`config.mk`:
```
export PLATFORM = sky130hd
export DESIGN_NAME = if_fetch_unit
export DESIGN_NICKNAME = d
export VERILOG_FILES = /design/src/rtl/if_fetch_unit.sv
export SDC_FILE = /design/constraint.sdc
export NUM_CORES = 1
export LEC_CHECK = 0
export CAP_MARGIN = 20
export CORE_AREA = 2 2 231 233
export CTS_BUF_LIST = sky130_fd_sc_hd__clkbuf_16
export DETAILED_ROUTE_END_ITERATION = 7
export DIE_AREA = 0 0 233 235
export PLACE_DENSITY = 0.66
export RECOVER_POWER = 100
export SLEW_MARGIN = 20
export SYNTH_ARGS = -nofsm -noshare
export SYNTH_HDL_FRONTEND = slang
export SYNTH_SLANG_ARGS = --single-unit
```
`constraint.sdc`:
```
create_clock -name clk -period 2.6 [get_ports clk]
set_clock_uncertainty 0.2 [all_clocks]
set_input_delay 0.52 -clock clk [delete_from_list [all_inputs] [get_ports clk]]
set_output_delay 0.52 -clock clk [all_outputs]
set_load 0.005 [all_outputs]
```
`src/rtl/if_fetch_unit.sv`:
```
// ----------------------------------------------------------------------------
// if_fetch_unit
//
// Instruction-fetch stage with an integrated IF/ID pipeline register. Holds the
// program counter, reads a byte-addressed instruction memory (big- or
// little-endian word assembly) and presents a registered instruction, its PC,
// PC+4 and a valid bit to decode. Supports stall, redirect and flush.
//
// Ports:
//   clk, rst_n        rising-edge clock, asynchronous active-low reset
//   PC_write          1 advances the PC, 0 stalls the PC and IF/ID
//   redirect_valid    taken branch/jump this cycle (overrides PC_write=0)
//   redirect_pc       redirect target (low two bits dropped, misalignment faults)
//   flush             squash IF/ID contents into a bubble
//   prog_we/addr/data byte write port into instruction memory
//   pc_o              current fetch PC
//   ifid_instr/pc/pc4 registered instruction, its PC and PC+4
//   ifid_valid        IF/ID holds a real fetched instruction
//   fetch_fault       sticky out-of-range fetch / misaligned redirect flag
// ----------------------------------------------------------------------------
module if_fetch_unit #(
  parameter int unsigned     XLEN       = 32,
  parameter int unsigned     MEM_BYTES  = 64,
  parameter logic [XLEN-1:0] RESET_PC   = '0,
  parameter bit              BIG_ENDIAN = 1'b1,
  parameter                  INIT_FILE  = "",
  parameter logic [31:0]     NOP        = 32'h0000_0013
) (
  input  logic            clk,
  input  logic            rst_n,
  input  logic            PC_write,
  input  logic            redirect_valid,
  input  logic [XLEN-1:0] redirect_pc,
  input  logic            flush,
  input  logic            prog_we,
  input  logic [XLEN-1:0] prog_addr,
  input  logic [7:0]      prog_data,
  output logic [XLEN-1:0] pc_o,
  output logic [31:0]     ifid_instr,
  output logic [XLEN-1:0] ifid_pc,
  output logic [XLEN-1:0] ifid_pc4,
  output logic            ifid_valid,
  output logic            fetch_fault
);

  localparam int unsigned     IDX_W     = $clog2(MEM_BYTES);
  localparam logic [XLEN-1:0] LAST_WORD = XLEN'(MEM_BYTES - 4);
  localparam logic [XLEN-1:0] MEM_SIZE  = XLEN'(MEM_BYTES);
  localparam logic [XLEN-1:0] FOUR      = XLEN'(4);

  // --------------------------------------------------------------------------
  // Instruction memory
  // --------------------------------------------------------------------------
  logic [7:0] mem_q [MEM_BYTES] = '{default: 8'h00};

  // NOTE: the memory array has no reset branch on purpose; resetting a RAM
  // would force it into flops and would wipe the program on every reset.
  always_ff @(posedge clk) begin
    if (prog_we && (prog_addr < MEM_SIZE)) begin
      mem_q[prog_addr[IDX_W-1:0]] <= prog_data;
    end
  end

  // --------------------------------------------------------------------------
  // State
  // --------------------------------------------------------------------------
  logic [XLEN-1:0] pc_q,         pc_d;
  logic [31:0]     ifid_instr_q, ifid_instr_d;
  logic [XLEN-1:0] ifid_pc_q,    ifid_pc_d;
  logic [XLEN-1:0] ifid_pc4_q,   ifid_pc4_d;
  logic            ifid_valid_q, ifid_valid_d;
  logic            fault_q,      fault_d;

  // --------------------------------------------------------------------------
  // Combinational fetch
  // --------------------------------------------------------------------------
  logic [IDX_W-1:0] idx;
  logic [7:0]       b0, b1, b2, b3;
  logic             in_range;
  logic [31:0]      fetch_word;
  logic [XLEN-1:0]  pc_plus4;
  logic             ifid_load;
  logic             redirect_misaligned;

  assign idx      = pc_q[IDX_W-1:0];
  assign b0       = mem_q[idx];
  assign b1       = mem_q[idx + IDX_W'(1)];
  assign b2       = mem_q[idx + IDX_W'(2)];
  assign b3       = mem_q[idx + IDX_W'(3)];
  // The PC is always word-aligned, so the last legal fetch starts at MEM_BYTES-4.
  assign in_range = (pc_q <= LAST_WORD);
  assign pc_plus4 = pc_q + FOUR;

  assign redirect_misaligned = redirect_valid && (redirect_pc[1:0] != 2'b00);
  // IF/ID captures the fetched word only when neither squashed nor stalled.
  assign ifid_load = !redirect_valid && !flush && PC_write;

  always_comb begin
    fetch_word = NOP;
    if (in_range) begin
      fetch_word = BIG_ENDIAN ? {b0, b1, b2, b3} : {b3, b2, b1, b0};
    end
  end

  // --------------------------------------------------------------------------
  // Next-state logic
  // --------------------------------------------------------------------------
  // NOTE: every output of this block gets a default first, so no path through
  // the if/else chain can leave a variable unassigned and infer a latch.
  always_comb begin
    pc_d         = pc_q;
    ifid_instr_d = ifid_instr_q;
    ifid_pc_d    = ifid_pc_q;
    ifid_pc4_d   = ifid_pc4_q;
    ifid_valid_d = ifid_valid_q;
    fault_d      = fault_q;

    if (redirect_valid) begin
      pc_d = {redirect_pc[XLEN-1:2], 2'b00};
    end else if (PC_write) begin
      pc_d = pc_plus4;
    end

    if (redirect_valid || flush) begin
      // Bubble: the PC fields keep their last values.
      ifid_instr_d = NOP;
      ifid_valid_d = 1'b0;
    end else if (PC_write) begin
      ifid_instr_d = fetch_word;
      ifid_pc_d    = pc_q;
      ifid_pc4_d   = pc_plus4;
      ifid_valid_d = 1'b1;
    end

    if (redirect_misaligned || (ifid_load && !in_range)) begin
      fault_d = 1'b1;
    end
  end

  // NOTE: state flops use non-blocking assignments so every flop samples the
  // pre-edge values computed above, independent of statement order.
  always_ff @(posedge clk or negedge rst_n) begin
    if (!rst_n) begin
      pc_q         <= RESET_PC;
      ifid_instr_q <= NOP;
      ifid_pc_q    <= '0;
      ifid_pc4_q   <= '0;
      ifid_valid_q <= 1'b0;
      fault_q      <= 1'b0;
    end else begin
      pc_q         <= pc_d;
      ifid_instr_q <= ifid_instr_d;
      ifid_pc_q    <= ifid_pc_d;
      ifid_pc4_q   <= ifid_pc4_d;
      ifid_valid_q <= ifid_valid_d;
      fault_q      <= fault_d;
    end
  end

  assign pc_o        = pc_q;
  assign ifid_instr  = ifid_instr_q;
  assign ifid_pc     = ifid_pc_q;
  assign ifid_pc4    = ifid_pc4_q;
  assign ifid_valid  = ifid_valid_q;
  assign fetch_fault = fault_q;

endmodule

```
==> Word-level counts from Yosys, hierarchy flattened <==
Memory sizes are Yosys's and may differ from the RTL's.
Cells that the tools add are included.
{ "word_totals": {"n_memories": 1, "inputBits": 78, "latch_bits": 0, "output_inout_bits": 130, "regBits": 130, "mem_bits_rw": 512, "romBits": 0} }
{ "classes": {"div": 0, "n_reduce_logical": 14, "mul": 0, "muxes": 9, "order_cmp": 2, "add_sub_neg": 4, "shifts": 0, "eq_ne": 0, "bitwise_logic": 1} }
{ "mem_list": {"columns": ["memory", "words", "word_bits", "read_ports", "rd_ports_with_merged_regs", "write_ports", "line", "text"], "rows": [
  ["mem_q", 64, 8, 4, 0, 1, "54", "logic [7:0] mem_q [MEM_BYTES] = '{default: 8'h00};"]
]} }
{ "op_table": {"columns": ["op", "count"], "rows": [
  ["two-way mux 32 bit", 5],
  ["adder 32 x 3 -> 32 bit, second input constant", 1],
  ["less-or-equal comparator 32 x 6 -> 1 bit, second input constant", 1],
  ["less-than comparator 32 x 7 -> 1 bit, second input constant", 1],
  ["adder 6 x 2 -> 6 bit, second input constant", 2],
  ["adder 6 x 1 -> 6 bit, second input constant", 1],
  ["nonzero test 2 bit", 3],
  ["logical AND 1 bit", 5],
  ["two-way mux 1 bit", 4],
  ["logical NOT 1 bit", 3],
  ["logical OR 1 bit", 2],
  ["AND reduction 2 bit", 1],
  ["inverter 1 bit", 1]
]} }

==> Depth between registers and ports, before layout <==
{ "depth": {"ltp_word": 5, "ltp_mapped": 7, "mapped_depth_nobuf": 6} }

==> Least setup slack after synthesis <==
Ideal clock, no wire load.
{ "synth_path": {"path_type": "input to register", "start": "in prog_addr[22]", "end": "mem mem_q[61][0], enable pin", "arrival_ps": 1965, "cell_stages": 5, "path_buffers": 0, "setup_ps": 370, "slack_ps": 65, "required_time_ps": 2030, "cell_sequence": "nor4b_1 -> nand4_1 -> nor2_1 -> nand4b_1 -> nor2_1"} }
{ "synth_via": {"elab_chain_len": 4} }
{ "synth_rtl": {"columns": ["element", "line", "text"], "rows": [
  ["start, declared", "36", "input logic [XLEN-1:0] prog_addr,"],
  ["less-than comparator 32 x 7 -> 1 bit", "59", "if (prog_we && (prog_addr < MEM_SIZE)) begin"],
  ["logical AND 1 bit", "59", null],
  ["two-way mux 1 bit", "59", null],
  ["two-way mux 1 bit (implied by the code)", "60", "mem_q[prog_addr[IDX_W-1:0]] <= prog_data;"],
  ["end, declared", "54", null]
]} }
No other way between the ends.

==> Worst setup path after layout <==
{ "layout_path": {"start": "reg pc_q[4], in the netlist pc_o[4]", "end": "out pc_o[4]"} }
{ "layout_rtl": {"columns": ["element", "line", "text"], "rows": [
  ["start, declared", "67", "logic [XLEN-1:0] pc_q, pc_d;"],
  ["start signal, assigned", "151", "pc_q <= pc_d;"],
  ["end, declared", "38", "output logic [XLEN-1:0] pc_o,"]
]} }
No word-level cell between the ends.

==> run metrics <==
die height=235 um; Pleak=11.14 nW; RSZ-0062 raised after global routing=false; Worst Max-Slew Pin Slew=1.635 ns; #FFs+latches synth=636; Area contributors post-synth=edfxtp_1 61%, dfrtp_1 12%, mux4_2 11%; EDFF count, synth=512; slowest stage delay, CP=0.54 ns; Crit-path slowest cell=clkdlybuf4s50_1; die width=233 um; largest net degree at the start of global routing=92; Tcrit/Tclk final=0.9765; number of max-cap violations=5; Yosys warnings=0; critical path startpoint category=register; # diodes=0; setup_tns=0 ns; IO Pins=208; WP data arrival=1.82 ns; RD Place Congestion=0.8152; Mapped Area=25,280 um2; Via Count=14.41k; fin. max-slew vios=315; post-route ant nets=0; Post-synth top flop=edfxtp_1; Async SR Flop Fraction=0.1950; Reg area=18,490 um2; kind of critical path=reg2out; Worst Setup SP=pc_o[4]$_DFFE_PN0N_; CTS tree=done; HP Start=redirect_valid; Syn Area/Cell=17.19 um2; drt drc=0; CTS root buf=clkbuf_16; GRT Util Overall=0.2292; initial antenna violation count=1; sequence of cells on the critical path=buf_8, clkdlybuf4s50_1; Netlist cell types=49; worst path required time=1.88 ns; initial core utilization=0.4840; Seq/Total Area, Yosys=0.7309; Synth area leader=edfxtp_1; Min Hold Slack=0.03861 ns; CP top delay family=buffers and inverters; failing checks=max-capacitance violations, max-slew violations; core area=52,240 um2; DRT Wirelength=61,820 um; Final Setup Violations=0; # nets final=1,883; Clock Tree Buf Depth=3; Mapped Cells=1,471; worst-path maximum fanout=20; Slew headroom=-0.09033; # rows=84; placed wire-length estimate=39,860 um; filler cell count=3,882; die footprint=54,760 um2; post-layout minimum cycle time=2.539 ns; vias in the first global route=14.76k; Fin. Hold Viols=0; htree depth=3; final core utilization=0.5935; Fmax=393.9 MHz; DRT Pass-1 Iters=5; gr ovfl total=0; clock-pin slew on the worst setup and hold paths=0.06 ns; area occupied by multi-input gates=6310 um2; RR Startpoint=pc_o[2]$_DFFE_PN0N_; Placed Area=29,020 um2; Critical Path End Type=output pin; drt via density=5.661; top-area cell type share of the netlist area=0.6081; total power=23.28 mW; clock sinks=636; CP Buf/Inv Count=2; Max VDD drop=0.0005585 V; first-pass GRT wire length=93,070 um; outcome=finished, violations left; 1st-iter DRT viols=1,436; Buffers on Ports=201; worst min path class=in2reg; pwr/cell area=751.1 nW/um2; total CTS buffers=66; layout cells sized above 1=0.2229; Worst-Skew Late Latency=0.60 ns; Final Instance Area=31,000 um2; P&R area growth vs syn=22.61%; DR WL/cell=24.29 um
==> worst reg2reg max path: stages (launching register included) <==
cell     delay [ns]
dfrtp_4        0.46
buf_4          0.18
buf_4          0.17
buf_12         0.19
mux4_2         0.54
a22oi_1        0.32
nand2_1        0.13
a22o_1         0.21
==> layout by cell type (no fill, tap or decap), drive strengths merged, types with 3 or more instances in the layout <==
cell type      count
and4               3
a22oi             56
clkdlybuf4s50     85
clkinvlp           3
o21a               5
nand2            200
conb               6
clkbuf           156
nor3               7
inv               28
nor2              75
edfxtp           512
bufinv             7
nor2b              3
nand4b             3
mux4             128
dlygate4sd3      107
buf               81
o21ai             64
xor2              46
nor4              16
dfrtp            121
xnor2             11
a22o              29
dfstp              3
o22ai              6
nand3             28
nand3b             4
and3               8
nand4             18
clkinv            19
==> final cells by class <==
class | count | share of cell area
flip-flops and latches | 636 | 0.5964
repair buffers | 364 | 0.1031
clock inverters | 55 | 0.01485
inverters | 2 | 0.0002422
well taps | 688 | 0.02777
multi-input cells | 733 | 0.2035
clock buffers | 67 | 0.05408
==> Yosys cell counts (2+ instances only) <==
| master | instances |
|---|---|
| o21ai_0 | 23 |
| buf_2 | 43 |
| nand3b_1 | 4 |
| nand4_1 | 15 |
| ha_1 | 2 |
| a22oi_1 | 56 |
| o22ai_1 | 6 |
| o21ai_1 | 41 |
| xnor2_1 | 11 |
| edfxtp_1 | 512 |
| dfrtp_1 | 121 |
| buf_6 | 4 |
| nor4_1 | 13 |
| dfstp_2 | 3 |
| mux2i_1 | 2 |
| o21a_1 | 5 |
| nor2_1 | 74 |
| a22o_1 | 29 |
| nor2b_1 | 3 |
| nand2_1 | 199 |
| nor4_4 | 2 |
| nand3_1 | 28 |
| nor3_1 | 6 |
| nand4b_1 | 3 |
| buf_1 | 4 |
| and4_1 | 3 |
| nand4_2 | 3 |
| xor2_1 | 46 |
| and3_1 | 8 |
| clkbuf_1 | 38 |
| mux4_2 | 128 |
| buf_4 | 16 |
| nand2b_1 | 2 |
| or3b_2 | 2 |
| inv_2 | 2 |
==> metal layers <==
metal / part of all wire / global-route usage / up-vias
met2: 0.49 / 0.3674 / 573
met5: 0.00023 / 0 / -
li1: - / - / 6378
met4: 0.019 / 0.06273 / 2
met3: 0.075 / 0.04272 / 79
met1: 0.42 / 0.3245 / 7374
==> through the flow <==
stage | cells | worst slack [ns]
final | 2545 | 0.06098
after global routing | 2545 | 0.003705
after CTS | 2540 | 0.01247
after detailed placement | 2410 | -0.3402
after global placement | 2409 | -0.2614
after floorplan | 1476 | 0.06502
==> cells by family (layout without fill, tap and decap cells) <==
logic type / count (synthesis) / after routing / synth area share
flops: 636 / 636 / 0.7309
simple gates: 376 / 376 / 0.06898
compound gates: 162 / 162 / 0.04280
mux: 130 / 130 / 0.1148
buf+inv: 107 / 488 / 0.02158
xor+xnor: 57 / 57 / 0.01974
fa+ha+maj: 2 / 2 / 0.0009895
other cells: 1 / 6 / 0.0001483
==> power by group <==
group	internal [mW]	switching, mW	leakage [nW]	total [mW]
Clock	5.42	3.90	1.11	9.32
Sequential	11.2	0.176	6.18	11.4
Combinational	1.24	1.32	3.85	2.56
==> flip-flops by register name (all words and copies together) (netlist names) <==
| name | count |
|---|---|
| mem_q | 512 |
| fetch_fault | 1 |
| ifid_pc | 30 |
| ifid_pc4 | 30 |
| pc_o | 30 |
| ifid_valid | 1 |
| ifid_instr | 32 |
==> worst paths after layout <==
check / slack [ns] / endpoint / cells past startpoint
min: 0.04 / ifid_valid$_DFFE_PN0P_ / 3
max in group asynchronous: 0.32 / pc_o[2]$_DFFE_PN0N_ / 2
max reg2reg: 0.06 / ifid_instr[7]$_DFFE_PN0P_ / 7
min in group asynchronous: 0.70 / ifid_pc[19]$_DFFE_PN0P_ / 2
max: 0.06 / pc_o[4] / 2
min reg2reg: 0.27 / ifid_pc[3]$_DFFE_PN0P_ / 2
==> what timing repair did <==
| item | 4_1_cts | 5_1_grt |
|---|---|---|
| endpoints found under the hold margin | 50 | 0 |
| gates cloned | 2 | 0 |
| resized for setup | 4 | 6 |
| setup buffers | 5 | 5 |
| hold buffers | 1 | 0 |
| setup endpoints to repair | 4 | 26 |
Note: power is estimated with default switching activity, not from simulation.
